$ cat src/rtl/bip_pkg.sv
// Shared constants for the BIP accumulator datapath: opcodes, flag bit
// positions and the control FSM state encoding.
package bip_pkg;

  // Operation codes carried on i_op; anything above OP_MUL is illegal and
  // behaves as a NOP.
  localparam int unsigned OP_NOP  = 32'd0;
  localparam int unsigned OP_LOAD = 32'd1;
  localparam int unsigned OP_ADD  = 32'd2;
  localparam int unsigned OP_SUB  = 32'd3;
  localparam int unsigned OP_AND  = 32'd4;
  localparam int unsigned OP_OR   = 32'd5;
  localparam int unsigned OP_XOR  = 32'd6;
  localparam int unsigned OP_SHL  = 32'd7;
  localparam int unsigned OP_SRA  = 32'd8;
  localparam int unsigned OP_MUL  = 32'd9;

  // Bit positions inside the {Z,N,C,V} flag word.
  localparam int unsigned FLAG_Z = 32'd3;
  localparam int unsigned FLAG_N = 32'd2;
  localparam int unsigned FLAG_C = 32'd1;
  localparam int unsigned FLAG_V = 32'd0;

  // Control FSM: IDLE accepts operations, MUL waits on the multiplier.
  typedef enum logic [0:0] {
    ST_IDLE = 1'b0,
    ST_MUL  = 1'b1
  } state_e;

  // Signed overflow of a two-operand add/sub given the operand MSBs and the
  // result MSB. For subtraction pass the inverted B MSB.
  function automatic logic signed_ovf(input logic a_msb, input logic b_msb,
                                      input logic r_msb);
    signed_ovf = (a_msb == b_msb) && (r_msb != a_msb);
  endfunction

endpackage

$ cat src/rtl/bip_seq_multiplier.sv
// Iterative shift-add multiplier. Consumes one multiplier bit per cycle for
// exactly NB_DATA cycles and returns the low NB_DATA bits of the product,
// which equal the low bits of the two's-complement product.
module bip_seq_multiplier
  import bip_pkg::*;
#(
  parameter int NB_DATA = 16
) (
  input  logic               i_clock,
  input  logic               i_reset,
  input  logic               i_start,
  input  logic [NB_DATA-1:0] i_a,
  input  logic [NB_DATA-1:0] i_b,
  output logic               o_busy,
  output logic               o_done,
  output logic [NB_DATA-1:0] o_product
);

  localparam int CW = $clog2(NB_DATA);
  localparam logic [CW-1:0] LAST = CW'(NB_DATA - 1);

  logic               busy_q,   busy_d;
  logic [CW-1:0]      count_q,  count_d;
  logic [NB_DATA-1:0] mcand_q,  mcand_d;
  logic [NB_DATA-1:0] mplier_q, mplier_d;
  logic [NB_DATA-1:0] prod_q,   prod_d;
  logic [NB_DATA-1:0] prod_sum_s;

  // Partial product including this cycle's multiplier bit.
  assign prod_sum_s = prod_q + (mplier_q[0] ? mcand_q : {NB_DATA{1'b0}});

  // Completion is the last iteration; the product is valid on that cycle so
  // the caller can write it on the same edge that ends the operation.
  assign o_busy    = busy_q;
  assign o_done    = busy_q && (count_q == LAST);
  assign o_product = prod_sum_s;

  // Next-state for load and iteration of the shift-add registers.
  always_comb begin
    busy_d   = busy_q;
    count_d  = count_q;
    mcand_d  = mcand_q;
    mplier_d = mplier_q;
    prod_d   = prod_q;
    if (busy_q) begin
      prod_d   = prod_sum_s;
      mcand_d  = {mcand_q[NB_DATA-2:0], 1'b0};
      mplier_d = {1'b0, mplier_q[NB_DATA-1:1]};
      if (count_q == LAST) begin
        busy_d  = 1'b0;
        count_d = {CW{1'b0}};
      end else begin
        count_d = count_q + {{(CW-1){1'b0}}, 1'b1};
      end
    end else if (i_start) begin
      busy_d   = 1'b1;
      count_d  = {CW{1'b0}};
      mcand_d  = i_a;
      mplier_d = i_b;
      prod_d   = {NB_DATA{1'b0}};
    end else begin
      busy_d = 1'b0;
    end
  end

  // Multiplier state registers; reset aborts any run in progress.
  always_ff @(posedge i_clock or posedge i_reset) begin
    if (i_reset) begin
      busy_q   <= 1'b0;
      count_q  <= {CW{1'b0}};
      mcand_q  <= {NB_DATA{1'b0}};
      mplier_q <= {NB_DATA{1'b0}};
      prod_q   <= {NB_DATA{1'b0}};
    end else begin
      busy_q   <= busy_d;
      count_q  <= count_d;
      mcand_q  <= mcand_d;
      mplier_q <= mplier_d;
      prod_q   <= prod_d;
    end
  end

endmodule

$ cat src/rtl/bip_alu_datapath.sv
// BIP accumulator ALU: single-cycle LOAD/arith/logic/shift operations and a
// multi-cycle MUL handed off to the sequential multiplier.
module bip_alu_datapath
  import bip_pkg::*;
#(
  parameter int NB_DATA = 16,
  parameter int NB_IMM  = 11,
  parameter int NB_OP   = 4
) (
  input  logic               i_clock,
  input  logic               i_reset,
  input  logic               i_valid,
  output logic               o_ready,
  input  logic [NB_OP-1:0]   i_op,
  input  logic               i_sel_b,
  input  logic [NB_IMM-1:0]  i_imm,
  input  logic [NB_DATA-1:0] i_data_mem,
  output logic [NB_DATA-1:0] o_data,
  output logic [3:0]         o_flags,
  output logic               o_done
);

  localparam int SHW = $clog2(NB_DATA);

  state_e             state_q, state_d;
  logic [NB_DATA-1:0] acc_q,   acc_d;
  logic [3:0]         flags_q, flags_d;
  logic               done_q,  done_d;

  logic               accept_s;
  logic [NB_DATA-1:0] b_s;
  logic [SHW-1:0]     shamt_s;
  logic [NB_DATA:0]   sum_s;
  logic [NB_DATA-1:0] diff_s;
  logic [NB_DATA-1:0] sra_s;
  logic [NB_DATA-1:0] res_s;
  logic               wr_s;
  logic               c_s;
  logic               v_s;
  logic               mul_start_s;
  logic               mul_busy_s;
  logic               mul_done_s;
  logic [NB_DATA-1:0] mul_product_s;

  // Operand B: sign-extended immediate or memory word.
  assign b_s      = i_sel_b ? NB_DATA'($signed(i_imm)) : i_data_mem;
  assign shamt_s  = b_s[SHW-1:0];
  assign sum_s    = {1'b0, acc_q} + {1'b0, b_s};
  assign diff_s   = acc_q - b_s;
  assign sra_s    = $signed(acc_q) >>> shamt_s;

  assign o_ready  = (state_q == ST_IDLE) && !mul_busy_s;
  assign accept_s = i_valid && o_ready;

  assign o_data   = acc_q;
  assign o_flags  = flags_q;
  assign o_done   = done_q;

  bip_seq_multiplier #(
    .NB_DATA (NB_DATA)
  ) u_mul (
    .i_clock   (i_clock),
    .i_reset   (i_reset),
    .i_start   (mul_start_s),
    .i_a       (acc_q),
    .i_b       (b_s),
    .o_busy    (mul_busy_s),
    .o_done    (mul_done_s),
    .o_product (mul_product_s)
  );

  // Opcode decode, result selection, flag generation and FSM next state.
  always_comb begin
    state_d     = state_q;
    acc_d       = acc_q;
    flags_d     = flags_q;
    done_d      = 1'b0;
    mul_start_s = 1'b0;
    res_s       = acc_q;
    wr_s        = 1'b0;
    c_s         = 1'b0;
    v_s         = 1'b0;
    case (state_q)
      ST_IDLE: begin
        if (accept_s) begin
          done_d = 1'b1;
          case (i_op)
            NB_OP'(OP_LOAD): begin
              res_s = b_s;
              wr_s  = 1'b1;
            end
            NB_OP'(OP_ADD): begin
              res_s = sum_s[NB_DATA-1:0];
              wr_s  = 1'b1;
              c_s   = sum_s[NB_DATA];
              v_s   = signed_ovf(acc_q[NB_DATA-1], b_s[NB_DATA-1],
                                 sum_s[NB_DATA-1]);
            end
            NB_OP'(OP_SUB): begin
              res_s = diff_s;
              wr_s  = 1'b1;
              c_s   = (acc_q < b_s);
              v_s   = signed_ovf(acc_q[NB_DATA-1], ~b_s[NB_DATA-1],
                                 diff_s[NB_DATA-1]);
            end
            NB_OP'(OP_AND): begin
              res_s = acc_q & b_s;
              wr_s  = 1'b1;
            end
            NB_OP'(OP_OR): begin
              res_s = acc_q | b_s;
              wr_s  = 1'b1;
            end
            NB_OP'(OP_XOR): begin
              res_s = acc_q ^ b_s;
              wr_s  = 1'b1;
            end
            NB_OP'(OP_SHL): begin
              res_s = acc_q << shamt_s;
              wr_s  = 1'b1;
            end
            NB_OP'(OP_SRA): begin
              res_s = sra_s;
              wr_s  = 1'b1;
            end
            NB_OP'(OP_MUL): begin
              // Pulse comes at retirement, not at acceptance.
              done_d      = 1'b0;
              mul_start_s = 1'b1;
              state_d     = ST_MUL;
            end
            default: begin
              // NOP and illegal opcodes: no write, only the done pulse.
              wr_s = 1'b0;
            end
          endcase
        end else begin
          done_d = 1'b0;
        end
      end
      ST_MUL: begin
        if (mul_done_s) begin
          res_s   = mul_product_s;
          wr_s    = 1'b1;
          done_d  = 1'b1;
          state_d = ST_IDLE;
        end else begin
          state_d = ST_MUL;
        end
      end
      default: begin
        state_d = ST_IDLE;
      end
    endcase

    if (wr_s) begin
      acc_d           = res_s;
      flags_d[FLAG_Z] = (res_s == {NB_DATA{1'b0}});
      flags_d[FLAG_N] = res_s[NB_DATA-1];
      flags_d[FLAG_C] = c_s;
      flags_d[FLAG_V] = v_s;
    end else begin
      acc_d   = acc_q;
      flags_d = flags_q;
    end
  end

  // Architectural state: accumulator, flags, FSM state and done pulse.
  always_ff @(posedge i_clock or posedge i_reset) begin
    if (i_reset) begin
      state_q <= ST_IDLE;
      acc_q   <= {NB_DATA{1'b0}};
      flags_q <= 4'b0000;
      done_q  <= 1'b0;
    end else begin
      state_q <= state_d;
      acc_q   <= acc_d;
      flags_q <= flags_d;
      done_q  <= done_d;
    end
  end

endmodule

$ cat config.mk
export PLATFORM = sky130hd
export DESIGN_NAME = bip_alu_datapath
export DESIGN_NICKNAME = d
export VERILOG_FILES = /design/src/rtl/bip_pkg.sv /design/src/rtl/bip_seq_multiplier.sv /design/src/rtl/bip_alu_datapath.sv
export SDC_FILE = /design/constraint.sdc
export NUM_CORES = 1
export LEC_CHECK = 0
export BUFFER_PORTS_ARGS = -buffer_cell sky130_fd_sc_hd__buf_4
export CAP_MARGIN = 0
export CORE_MARGIN = 4
export CORE_UTILIZATION = 45
export CTS_CLUSTER_DIAMETER = 200
export CTS_CLUSTER_SIZE = 12
export DETAILED_ROUTE_END_ITERATION = 16
export PLACE_DENSITY = 0.64
export SYNTH_ARGS = -nofsm -noshare
export SYNTH_HDL_FRONTEND = slang
export SYNTH_SLANG_ARGS = --single-unit
$ cat constraint.sdc
create_clock -name i_clock -period 3.1 [get_ports i_clock]
set_input_delay 0.31 -clock i_clock [delete_from_list [all_inputs] [get_ports i_clock]]
set_output_delay 0.31 -clock i_clock [all_outputs]
set_load 0.02 [all_outputs]
==> impl_metrics.toml <==
[outcome]
status = "finished with violations"
violations = "negative setup slack"

[power]
powerDensity_nw_per_um2 = 841
vdd_drop_max_mv = 0.576
total_power_mw = 10.8
p_leak_nw = 6.04

[place]
place_congestion = 1.04
portBuffers = 56
dp_hpwl_mm = 31.6
place_area_um2 = 11900
dpl_worst_slack_ns = -1.04

[logic_synthesis]
ys.flop_type = "dfrtp_1"
yosysSeqAreaShare_pct = 21.3
syn_area_um2 = 8690
synthCells = 1119
yosysWarningCount = 0
yosysTopAreaCellShare_pct = 21.3
syn_avg_cell_area_um2 = 7.77
ys_seq_elements = 74
yosys.area.top_type = "dfrtp_1"
async_flop_share_pct = 100
synth-edff-count = 0
synth_fp_nets = 1235
synth_cell_type_count = 86
synth_area_leaders = "dfrtp_1, ha_1, nand2_1, a21oi_1, mux2i_1"

[setup_path]
crit_path_end_kind = "register"
crit_slowest_cell = "or4b_4"
critPathKind = "reg2reg"
path_delay_family = "simple AND/OR/NAND/NOR gates"
crit_path_max_incr_delay_ns = 0.52
cp.arrival_ns = 3.93
critical_path.cell_chain = "and2_4 > ha_4 > fa_2 > a211oi_2 > o21bai_1 > buf_4 > a21oi_4 > xnor2_2 > mux2_2 > a221o_1 > or4b_4 > nor4_4 > nand3b_1 > o21ai_2"
crit_path_max_fanout = 2
r2r-start = "u_mul.mplier_q[0]"
startpoint_type = "register"
crit_buf_inv = 1
crit_required_ns = 3.38
critPathLaunch = "u_mul.mplier_q[0]"

[cells_and_area]
final_cell_mix = "buf_4, nand2_1, nor2_1"
final_layout_size_suffix_gt1_share_pct = 38.3
area_growth_pct = 48.1
mostFrequentLayoutCell = "buf_4"
fin_util_pct = 68.4
diodes = 0
stdcell_area_um2 = 12900
nets = 1588

[detailed_routing]
drc = 0
final_antenna_net_count = 0
num_vias = 10501
drt-vias-per-instance = 6.05
wl_per_cell_um = 23.2
dr.pass1.iters = 7
drtIter0Drc = 925
postRouteWirelength_mm = 40.3

[die]
num_io_pins = 57
start_util_pct = 46.1
dieArea_um2 = 21600
die_h_um = 147
core_um2 = 18800
fp-row-count = 50
die_x_um = 147

[global_route]
track_usage_pct = 36.2
grt_pass1_vias = 10143
grt_max_degree = 56
grt_overflow = 0
grt_pass1_wl_mm = 60.5
grt_antenna_before_repair = 0

[sta]
slew_viol_final = 0
finalWorstSetupSlack_ns = -0.553
rsz0062_at_grt = "true"
setup_violations = 3
finalCritPeriodShare_pct = 118
hold_viol = 0
fmax_mhz = 274
layout_min_cycle_time_ns = 3.65
skew_ns = 0.0134
max-slew-margin-rel_pct = 16.2
worstMarginPinSlew_ns = 1.25

[cts]
root_buffer = "clkbuf_16"
cts_tree = "built"
clock_sinks = 74
clk_pin_slew_ns = 0.07
clock_latency_ns = 0.35
postCtsHoldBufs = 0
clock_path_buffers = 2
cts_buffers = 9
htree_levels = 3

[min_path]
hp-class = "in2async"

[run]
maxCapViolCount = 0
-- per-stage QoR --
step           std cells  hold WS, ns  setup TNS (ns)
3_3_place_gp        1697        0.441           -4.06
2_1_floorplan       1119        0.449          -0.679
6_report            1737       0.0538          -0.902
4_1_cts             1731       0.0745          -0.684
5_1_grt             1737       0.0909           -1.34
3_5_place_dp        1697        0.449           -4.60
-- report_power, final --
part	leakage, nW	total (mW)	switching, mW	internal (mW)
Combinational	4.93	7.99	4.21	3.78
Clock	0.145	1.15	0.509	0.640
Sequential	0.962	1.69	0.372	1.32
Total	6.04	10.8	5.09	5.73
-- flip-flops by register name, summed over array words and instances, names as in the netlist --
| name | count |
|---|---|
| u_mul.o_busy | 1 |
| u_mul.count_q | 4 |
| u_mul.mplier_q | 16 |
| u_mul.prod_q | 16 |
| state_q | 1 |
| o_done | 1 |
| o_flags | 4 |
| o_data | 15 |
| u_mul.mcand_q | 16 |
-- logic make-up after synthesis --
| logic type | share of synthesized area [%] |
|---|---|
| and+or+nand+nor | 21.2 |
| AOI/OAI and AO/OA | 27.2 |
| buffers and inverters | 6.65 |
| adders and majority gates | 11.9 |
| DFF | 21.3 |
| muxes | 9.16 |
| xor gates and xnor gates | 2.62 |
-- synthesized netlist by cell type (20+ instances only) --
cell type,count
mux2i_1,43
nand3_1,30
nor2_1,98
nor3_1,30
and2_1,20
o211ai_1,22
o22ai_1,20
o21ai_0,82
nand2_1,125
ha_1,78
clkbuf_1,64
inv_1,46
a21oi_1,88
dfrtp_1,74
-- worst paths after layout --
kind                            cells after the start           endpoint  slack [ns]
max in group asynchronous                           3          o_data[4]        2.37
worst min register to register                      2  u_mul.mplier_q[6]        0.48
min in group i_clock                                2  u_mul.mplier_q[6]        0.48
worst min-delay path                                2   u_mul.prod_q[12]        0.05
worst max register to register                     14         o_flags[3]       -0.55
worst max-delay path                               14         o_flags[3]       -0.55
-- routing by layer --
metal	GRT usage, %	part of all wire (%)
met3	6.82	9.0
met5	0	0
met1	49.7	42
met4	13.7	4.3
met2	56.8	45
-- worst register-to-register path, stage by stage (launching register included) --
cell      delay [ns]
dfrtp_1         0.39
and2_4          0.17
ha_4            0.16
fa_2            0.35
a211oi_2        0.30
o21bai_1        0.14
buf_4           0.16
a21oi_4         0.15
xnor2_2         0.10
mux2_2          0.29
a221o_1         0.32
or4b_4          0.52
nor4_4          0.29
nand3b_1        0.12
o21ai_2         0.13
-- cell type report --
| cell class | count | area, um^2 |
|---|---|---|
| multi-input cells | 905 | 6790 |
| fillers | 1600 | 5960 |
| repair buffers | 433 | 3410 |
| flip-flops and latches | 74 | 1860 |
| well taps | 260 | 325 |
| clock buffers | 9 | 225 |
| inverters | 49 | 185 |
| clock inverters | 7 | 82.6 |
-- timing repair --
item                                   in CTS  in global routing
setup endpoints to repair                   9                 12
pin swaps                                  24                 35
endpoints found under the hold margin       0                  0
resized for setup                          53                 63
setup buffers                              19                 14
Power figures use the tool's default switching activity.
